## config.mk

```make
export PLATFORM = sky130hd
export DESIGN_NAME = sg_monitor
export DESIGN_NICKNAME = d
export VERILOG_FILES = /design/src/rtl/sg_mon_pkg.sv /design/src/rtl/sg_mon_lookup.sv /design/src/rtl/sg_monitor.sv
export SDC_FILE = /design/constraint.sdc
export NUM_CORES = 1
export LEC_CHECK = 0
export CORE_MARGIN = 1
export CORE_UTILIZATION = 33
export CTS_CLUSTER_DIAMETER = 150
export DETAILED_ROUTE_END_ITERATION = 10
export PLACE_DENSITY = 0.77
export RECOVER_POWER = 50
export SLEW_MARGIN = 30
export SYNTH_ARGS = -nofsm -noshare
export SYNTH_HDL_FRONTEND = slang
export SYNTH_SLANG_ARGS = --single-unit
```

## constraint.sdc

```tcl
create_clock -name clk -period 1.6 [get_ports clk]
set_input_delay 0.32 -clock clk [delete_from_list [all_inputs] [get_ports clk]]
set_output_delay 0.32 -clock clk [all_outputs]
set_load 0.03 [all_outputs]
```

## src/rtl/sg_mon_pkg.sv

```systemverilog
`default_nettype none
// ============================================================================
// Module : sg_mon_pkg
// Brief  : Shared types and transition-entry field helpers for sg_monitor.
// Rev    : 1.0
// ============================================================================
package sg_mon_pkg;

    typedef enum logic [1:0] {
        ERR_NONE   = 2'd0,
        ERR_INPUT  = 2'd1,
        ERR_OUTPUT = 2'd2,
        ERR_MULTI  = 2'd3
    } err_code_t;

    localparam int FIELD_W     = 8;
    localparam int ENTRY_MAX_W = 3 * FIELD_W + 2;

    typedef struct packed {
        logic               valid;
        logic [FIELD_W-1:0] from;
        logic [FIELD_W-1:0] sig;
        logic               dir;
        logic [FIELD_W-1:0] to;
    } entry_t;

    function automatic int idx_w(input int n);
        return (n > 1) ? $clog2(n) : 1;
    endfunction

    // Packed entry layout, LSB first: to[sw], dir, sig[iw], from[sw], valid.
    function automatic int entry_w(input int sw, input int iw);
        return 2 * sw + iw + 2;
    endfunction

    function automatic entry_t unpack_entry(input logic [ENTRY_MAX_W-1:0] raw,
                                            input int sw, input int iw);
        entry_t                 e;
        logic [ENTRY_MAX_W-1:0] m_s;
        logic [ENTRY_MAX_W-1:0] m_i;
        logic [ENTRY_MAX_W-1:0] sh_dir;
        logic [ENTRY_MAX_W-1:0] sh_val;
        m_s     = (ENTRY_MAX_W'(1) << sw) - ENTRY_MAX_W'(1);
        m_i     = (ENTRY_MAX_W'(1) << iw) - ENTRY_MAX_W'(1);
        sh_dir  = raw >> sw;
        sh_val  = raw >> (2 * sw + iw + 1);
        e.to    = FIELD_W'(raw & m_s);
        e.dir   = sh_dir[0];
        e.sig   = FIELD_W'((raw >> (sw + 1)) & m_i);
        e.from  = FIELD_W'((raw >> (sw + iw + 1)) & m_s);
        e.valid = sh_val[0];
        return e;
    endfunction

endpackage
`default_nettype wire

```

## src/rtl/sg_mon_lookup.sv

```systemverilog
`default_nettype none
// ============================================================================
// Module : sg_mon_lookup
// Brief  : Combinational table search (state, signal, direction) -> hit/to/idx.
// Rev    : 1.0
// ============================================================================
module sg_mon_lookup
    import sg_mon_pkg::*;
#(
    parameter int NSIG   = 4,
    parameter int NSTATE = 16,
    parameter int NTRANS = 32,
    parameter logic [NTRANS*entry_w(idx_w(NSTATE), idx_w(NSIG))-1:0] TR_TABLE = '0
) (
    input  logic [idx_w(NSTATE)-1:0] i_state,
    input  logic [idx_w(NSIG)-1:0]   i_sig,
    input  logic                     i_dir,
    output logic                     o_hit,
    output logic [idx_w(NSTATE)-1:0] o_to,
    output logic [idx_w(NTRANS)-1:0] o_idx
);
    localparam int SW = idx_w(NSTATE);
    localparam int IW = idx_w(NSIG);
    localparam int TW = idx_w(NTRANS);
    localparam int EW = entry_w(SW, IW);

    entry_t w_e;

    // Descending scan so the lowest matching index is the last one written.
    always_comb begin
        o_hit = 1'b0;
        o_to  = '0;
        o_idx = '0;
        w_e   = '0;
        for (int t = NTRANS - 1; t >= 0; t--) begin
            w_e = unpack_entry(ENTRY_MAX_W'(TR_TABLE[t*EW +: EW]), SW, IW);
            if (w_e.valid && (w_e.from == FIELD_W'(i_state)) &&
                (w_e.sig == FIELD_W'(i_sig)) && (w_e.dir == i_dir)) begin
                o_hit = 1'b1;
                o_to  = SW'(w_e.to);
                o_idx = TW'(t);
            end
        end
    end

endmodule
`default_nettype wire

```

## src/rtl/sg_monitor.sv

```systemverilog
`default_nettype none
// ============================================================================
// Module : sg_monitor
// Brief  : Table-driven state-graph conformance monitor with sticky error
//          capture and saturating fire counter. Optional stall watchdog is
//          built when SG_MONITOR_WATCHDOG_EN is defined.
// Rev    : 1.0
// ============================================================================
module sg_monitor
    import sg_mon_pkg::*;
#(
    parameter int              NSIG     = 4,
    parameter int              NSTATE   = 16,
    parameter int              NTRANS   = 32,
    parameter logic [NSIG-1:0] OUT_MASK = '0,
    parameter int              INIT_ST  = 0,
    parameter logic [NSIG-1:0] INIT_VAL = '0,
    parameter logic [NTRANS*entry_w(idx_w(NSTATE), idx_w(NSIG))-1:0] TR_TABLE = '0,
    parameter int              CNT_W    = 16,
    parameter int              TIMEOUT  = 256
) (
    input  logic                     clk,
    input  logic                     reset,
    input  logic [NSIG-1:0]          sig_in,
    input  logic                     clear,
    output logic [idx_w(NSTATE)-1:0] state_o,
    output logic                     fire_o,
    output logic [idx_w(NTRANS)-1:0] fire_idx,
    output logic                     err_o,
    output logic [1:0]               err_code,
    output logic [idx_w(NSIG)-1:0]   err_sig,
    output logic [CNT_W-1:0]         tr_cnt,
    output logic                     stall_o
);
    localparam int SW = idx_w(NSTATE);
    localparam int IW = idx_w(NSIG);
    localparam int TW = idx_w(NTRANS);

    logic [SW-1:0]   r_state;
    logic [NSIG-1:0] r_sig_prev;
    logic            r_fire;
    logic [TW-1:0]   r_fire_idx;
    logic            r_err;
    err_code_t       r_err_code;
    logic [IW-1:0]   r_err_sig;
    logic [CNT_W-1:0] r_cnt;

    logic [NSIG-1:0] w_edge;
    logic            w_single;
    logic            w_multi;
    logic [IW-1:0]   w_low;
    logic [NSIG-1:0] w_sig_sh;
    logic [NSIG-1:0] w_mask_sh;
    logic            w_hit;
    logic [SW-1:0]   w_to;
    logic [TW-1:0]   w_idx;
    logic            w_fire;
    logic            w_viol;
    err_code_t       w_code;

    assign w_edge    = sig_in ^ r_sig_prev;
    // Exactly one bit set: non-zero and clearing the lowest set bit leaves zero.
    assign w_single  = (w_edge != '0) && ((w_edge & (w_edge - NSIG'(1))) == '0);
    assign w_multi   = (w_edge != '0) && !w_single;
    assign w_sig_sh  = sig_in >> w_low;
    assign w_mask_sh = OUT_MASK >> w_low;

    always_comb begin
        w_low = '0;
        for (int i = NSIG - 1; i >= 0; i--) begin
            if (w_edge[i]) w_low = IW'(i);
        end
    end

    sg_mon_lookup #(
        .NSIG     (NSIG),
        .NSTATE   (NSTATE),
        .NTRANS   (NTRANS),
        .TR_TABLE (TR_TABLE)
    ) u_lookup (
        .i_state (r_state),
        .i_sig   (w_low),
        .i_dir   (w_sig_sh[0]),
        .o_hit   (w_hit),
        .o_to    (w_to),
        .o_idx   (w_idx)
    );

    assign w_fire = w_single && w_hit;
    assign w_viol = w_multi || (w_single && !w_hit);
    assign w_code = w_multi ? ERR_MULTI : (w_mask_sh[0] ? ERR_OUTPUT : ERR_INPUT);

    always_ff @(posedge clk) begin
        if (reset) begin
            r_state    <= SW'(INIT_ST);
            r_sig_prev <= INIT_VAL;
            r_fire     <= 1'b0;
            r_fire_idx <= '0;
            r_err      <= 1'b0;
            r_err_code <= ERR_NONE;
            r_err_sig  <= '0;
            r_cnt      <= '0;
        end else begin
            r_sig_prev <= sig_in;
            r_fire     <= w_fire;
            if (w_fire) begin
                r_state    <= w_to;
                r_fire_idx <= w_idx;
            end
            // A violation alongside clear is recorded as the new first error.
            if (w_viol && (!r_err || clear)) begin
                r_err      <= 1'b1;
                r_err_code <= w_code;
                r_err_sig  <= w_low;
            end else if (clear) begin
                r_err      <= 1'b0;
                r_err_code <= ERR_NONE;
                r_err_sig  <= '0;
            end
            if (clear) begin
                r_cnt <= w_fire ? CNT_W'(1) : '0;
            end else if (w_fire && (r_cnt != '1)) begin
                r_cnt <= r_cnt + CNT_W'(1);
            end
        end
    end

`ifdef SG_MONITOR_WATCHDOG_EN
    localparam int WDW = idx_w(TIMEOUT + 1);

    logic [WDW-1:0] r_wd_cnt;
    logic           r_stall;
    logic           w_owes;
    entry_t         w_we;
    logic [NSIG-1:0] w_we_mask;

    // The circuit owes a move when the current state has a live exit on an output signal.
    always_comb begin
        w_owes    = 1'b0;
        w_we      = '0;
        w_we_mask = '0;
        for (int t = 0; t < NTRANS; t++) begin
            w_we      = unpack_entry(ENTRY_MAX_W'(TR_TABLE[t*entry_w(SW, IW) +: entry_w(SW, IW)]), SW, IW);
            w_we_mask = OUT_MASK >> w_we.sig;
            if (w_we.valid && (w_we.from == FIELD_W'(r_state)) && w_we_mask[0]) w_owes = 1'b1;
        end
    end

    always_ff @(posedge clk) begin
        if (reset) begin
            r_wd_cnt <= '0;
            r_stall  <= 1'b0;
        end else begin
            if (w_fire || clear) begin
                r_wd_cnt <= '0;
            end else if (r_wd_cnt != WDW'(TIMEOUT)) begin
                r_wd_cnt <= r_wd_cnt + WDW'(1);
            end
            if (clear) begin
                r_stall <= 1'b0;
            end else if ((r_wd_cnt == WDW'(TIMEOUT)) && w_owes) begin
                r_stall <= 1'b1;
            end
        end
    end

    assign stall_o = r_stall;
`else
    assign stall_o = 1'b0;
`endif

    assign state_o  = r_state;
    assign fire_o   = r_fire;
    assign fire_idx = r_fire_idx;
    assign err_o    = r_err;
    assign err_code = r_err_code;
    assign err_sig  = r_err_sig;
    assign tr_cnt   = r_cnt;

endmodule
`default_nettype wire

```

---- After elaboration in Yosys (flattened, before gate mapping) ----
Index checks and enable logic that the tools add are counted.
storage, ports and cells
  flip-flop bits (word level) ............. 9
  output and inout bits ................... 32
  word-level logic and storage cells ...... 29
  bits of input ports ..................... 7
cells by class
  multiplexer cells ....................... 11
  add/sub/neg operators ................... 1
  bitwise gates (word level) .............. 2
  shifts and indexed selects .............. 1
  reductions and logical operators ........ 10
operators by type and width
  operator               number
  $mux W2                9
  $and A4 B4 Y4          1
  $logic_not A4 Y1       1
  $reduce_bool A4 Y1     1
  $sub A4 B1 Y4 const B  1
  $xor A4 B4 Y4          1
  $logic_and A1 B1 Y1    3
  $logic_not A1 Y1       2
  $logic_or A1 B1 Y1     2
  $mux W1                2
  $reduce_bool A2 Y1     1
  $shr A1 B2 Y1 const A  1

---- Depth between registers and ports, before layout ----
  depth in word-level cells ............... 10
  gate-level depth with buffers ........... 4
  mapped depth without buffers ............ 4

---- Cells and area by module ----
From an unflattened synthesis, not the netlist that was laid out.
second synthesis, totals
  cells, all modules ...................... 206
  area total of the unflattened synthesis .. 1895.6 µm²
modules (own cells, without submodules)
  module         seq. area each (µm²)  times used  cells each  area each (µm²)
  sg_monitor     680.7                 1           195         1816.7
  sg_mon_lookup  0.0                   1           11          78.8

---- Worst setup path before layout ----
OpenSTA, ideal clock, no wires.
  kind .................................... input to register
  start ................................... input port sig_in[0]
  end ..................................... register r_err_sig[1], in the netlist err_sig[1]
  path buffers ............................ 0
  setup slack ............................. 0.417 ns
  cell stages on the path ................. 4
  setup time .............................. 0.070 ns
  data arrival time ....................... 1.114 ns
  data required time ...................... 1.530 ns
  cells stage by stage .................... xnor2_1 nand2_1 or3_1 a21oi_1
between the ends
  longest elaborated chain between the ends .. 10
  elaborated cells on any way between the ends .. 13
  those cells by class .................... add/sub: 1; mux: 2; bitwise: 2; reduce/logical: 8
RTL lines
  item                                                  line               source
  from (decl)                                           sg_monitor.sv:24   input logic [NSIG-1:0] sig_in,
  $xor A4 B4 Y4 (*)                                     sg_monitor.sv:61   assign w_edge = sig_in ^ r_sig_prev;
  $sub A4 B1 Y4                                         sg_monitor.sv:63   assign w_single = (w_edge != '0) && ((w_edge & (w_edge - NSIG'(1))) == '0);
  $and A4 B4 Y4                                         sg_monitor.sv:63
  $logic_not A4 Y1                                      sg_monitor.sv:63
  $logic_and A1 B1 Y1                                   sg_monitor.sv:63
  $logic_not A1 Y1                                      sg_monitor.sv:64   assign w_multi = (w_edge != '0) && !w_single;
  $logic_and A1 B1 Y1                                   sg_monitor.sv:64
  $logic_or A1 B1 Y1                                    sg_monitor.sv:90   assign w_viol = w_multi || (w_single && !w_hit);
  $logic_and A1 B1 Y1                                   sg_monitor.sv:111  if (w_viol && (!r_err || clear)) begin
  $mux W2 / $reduce_bool A2 Y1 (equally long branches)  --
  to (signal assigned)                                  sg_monitor.sv:114  r_err_sig <= w_low;
  to (decl)                                             sg_monitor.sv:45   logic [IW-1:0] r_err_sig;
Every way passes the cells marked *; elsewhere a longest branch is shown, timed or not.
A chain may end at the register's enable or synchronous reset.

---- Worst setup path after layout ----
  start ................................... register r_err_sig[1], in the netlist err_sig[1]
  end ..................................... output port err_sig[1]
RTL lines
  item       line              source
  to (decl)  sg_monitor.sv:31  output logic [idx_w(NSIG)-1:0] err_sig,
No word-level cell between the ends.

==> impl_metrics.env <==
export IMPL_timing_critical_path_buf_inv=1
export IMPL_yosysTopAreaCell="buf_4"
export IMPL_rsz0062_at_grt="no"
export IMPL_die_width_um=42.7
export IMPL_die_h_um=42.7
export IMPL_outcome="completed"
export IMPL_report_final_slew_viol_count=0
export IMPL_dp_hpwl_um=682
export IMPL_cts_tree="yes"
export IMPL_routed_wl_um=783
export IMPL_cp_startpoint="err_sig[1]$_SDFFE_PP0P_"
export IMPL_ioPinCount=39
export IMPL_fin_crit_ns=1.55
export IMPL_p_per_area_nw_per_um2=926
export IMPL_path_class="register to output port"
export IMPL_final_common_cell="conb_1"
export IMPL_grt_overflow_total=0
export IMPL_max_freq_ghz=0.646
export IMPL_cpLargestDelayFamily="buffers and inverters"
export IMPL_min_path_type="register to register"
export IMPL_drc=0
export IMPL_max_stage_delay_ns=0.66
export IMPL_numCtsBuffers=3
export IMPL_p_int_uw=364
export IMPL_ys_seq_area_frac=0.293
export IMPL_post_cts_buffers=0
export IMPL_cts_path_max_buffers=2
export IMPL_layout_common_cells="conb_1 (27), dfxtp_1 (8), nor2b_1 (6), clkdlybuf4s50_1 (6), buf_4 (5)"
export IMPL_crit_path_end_kind="output port"
export IMPL_finalCritPeriodShare=0.967
export IMPL_first_pass_iters=4
export IMPL_synth_top_family_by_area="buffers and inverters"
export IMPL_timing_rr_start="r_sig_prev[1]$_SDFF_PP0_"
export IMPL_wl_met2_um=458
export IMPL_finalNetCount=91
export IMPL_crit_path_end="err_sig[1]"
export IMPL_p_sw_uw=212
export IMPL_h_tree_depth=1
export IMPL_switching_share=0.368
export IMPL_syn_inst=64
export IMPL_yosysTopAreaCellShare=0.384
export IMPL_vias=400
export IMPL_start_util=0.359
export IMPL_cp_max_fo=2
export IMPL_p_leak_nw=0.304
export IMPL_arrival_ns=1.23
export IMPL_timing_rr_end="err_sig[1]$_SDFFE_PP0P_"
export IMPL_antennaDiodeCount=0
export IMPL_crit_cells=1
export IMPL_antenna_found_initial=0
export IMPL_clock_latency_ns=0.25
export IMPL_final_layout_size_suffix_gt1_frac=0.110
export IMPL_critPathLaunchType="register"
export IMPL_hold_buffers=0
export IMPL_pwr_share_clk=0.251
export IMPL_grt_pass1_vias=356
export IMPL_max_cap_violations=0
export IMPL_routabilityCongestion=0.837
export IMPL_required_ns=1.28
export IMPL_ir_drop_mv=0.593
export IMPL_synth_xor_xnor_area_share=0.0641
export IMPL_synth_adder_area_share=0
export IMPL_synthMuxAreaShare=0
export IMPL_syn_cell_area_um2=547
export IMPL_place_inst=95
export IMPL_grt_pass1_wl_um=1270
export IMPL_final_setup_skew_ns=0.00386
export IMPL_synth_seq_cells=8
export IMPL_track_usage=0.0949
export IMPL_dieArea_um2=1820
export IMPL_dr_max_layer_used="met3"
export IMPL_slowest_stage="clkdlybuf4s50_1"
export IMPL_avgViaCountPerCell=4.08
export IMPL_wl_per_cell_um=7.99
export IMPL_cp_cell_sequence="clkdlybuf4s50_1"
export IMPL_fp_coreArea_um2=1520
export IMPL_synth_compound_area_frac=0.108
export IMPL_synth_avg_cell_area_um2=8.54
export IMPL_pwr_share_seq=0.385
export IMPL_dp_slack_ns=-0.147
export IMPL_hold_viol=0
export IMPL_synth_cell_types=16
export IMPL_cts_root_buf="clkbuf_4"
export IMPL_setup_viol=0
export IMPL_fin_ws_ns=0.0530
export IMPL_r2r_slack_ns=0.27
export IMPL_yosys_warnings=0
export IMPL_wl_met3_um=61
export IMPL_detail_route_antenna_nets=0
export IMPL_syn2layout_area_growth_pct=13.7
export IMPL_synthSimpleGateAreaFrac=0.137
export IMPL_num_rows=14
export IMPL_placed_cell_area_um2=609
export IMPL_path_clk_slew_ns=0.05
export IMPL_port_buffer_count=11
export IMPL_comb_power_share=0.365
export IMPL_grt_max_degree=7
export IMPL_synthTopCellsByArea="buf_4 (38%), dfxtp_1 (29%), nor2b_1 (6.9%)"
export IMPL_drtIter0Drc=15
export IMPL_stdcell_area_um2=622
export IMPL_wl_met1_um=262
export IMPL_clock_sinks=8
export IMPL_r2r_cells=4
export IMPL_finalNonFillerCells=98
-- per-layer routing --
metal / track usage / vias to the layer above
met5: 0 / -
met4: 0.106 / 0
met3: 0.0170 / 0
met2: 0.170 / 29
met1: 0.0809 / 181
li1: - / 190
-- power groups by stage --
stage                     registers (mW)  logic, mW  clock network, mW
after global placement             0.226      0.213                  0
after CTS                          0.222      0.215              0.154
final                              0.222      0.210              0.144
after global routing               0.224      0.223              0.161
after floorplan                    0.243      0.184                  0
after detailed placement           0.226      0.217                  0
-- kinds of logic (layout without fill, tap and decap cells) --
kind of cell,after synthesis,in the layout
compound gates,9,9
other cells,1,27
simple gates,13,13
flops,8,8
xor+xnor,4,4
buf+inv,29,21
-- registers in the layout (all words and copies together) (netlist names) --
register	count
err_sig	2
r_sig_prev	4
err_code	2
-- synth_stat cells --
cell and number:
a21oi_1 2, a32o_1 2, a41oi_1 1, and2_1 1, and2_4 1, buf_4 28, conb_1 1, dfxtp_1 8
inv_1 1, nand2_1 1, nor2_1 2, nor2b_1 6, nor3_1 1, o21ai_0 4, or3_1 1, xnor2_1 4
-- per-stage QoR --
step / utilization / TNS [ns] / power, mW / hold slack [ns]
after floorplan: - / 0 / 0.427 / 0.389
after global placement: 0.400 / -0.185 / 0.439 / 0.465
after detailed placement: 0.400 / -0.310 / 0.443 / 0.458
after CTS: 0.413 / 0 / 0.591 / 0.470
after global routing: 0.408 / 0 / 0.608 / 0.493
final: 0.408 / 0 / 0.576 / 0.464
-- worst min-delay path by stage --
stage,slack (ns),startpoint,end,cells after the start
final,0.46,err_code[1]$_SDFFE_PP0P_,err_code[1]$_SDFFE_PP0P_,1
after global routing,0.49,err_sig[0]$_SDFFE_PP0P_,err_sig[0]$_SDFFE_PP0P_,1
after CTS,0.47,err_code[1]$_SDFFE_PP0P_,err_code[1]$_SDFFE_PP0P_,1
after detailed placement,0.46,err_code[1]$_SDFFE_PP0P_,err_code[1]$_SDFFE_PP0P_,1
after global placement,0.47,err_code[1]$_SDFFE_PP0P_,err_code[1]$_SDFFE_PP0P_,1
after floorplan,0.39,reset,err_code[0]$_SDFFE_PP0P_,1
-- layout make-up --
cell class / instances / area (um2)
Sequential cell: 8 / 160
Fill cell: 161 / 902
Inverter: 1 / 3.75
Clock buffer: 3 / 22.5
Tap cell: 16 / 20.0
Timing Repair Buffer: 17 / 145
Multi-Input combinational cell: 53 / 270
-- repair_timing --
action,CTS,global route
resized for setup,2,2
pin swaps,0,0
endpoints found under the setup margin,2,2
No activity file was read; power rests on OpenSTA's default activity.
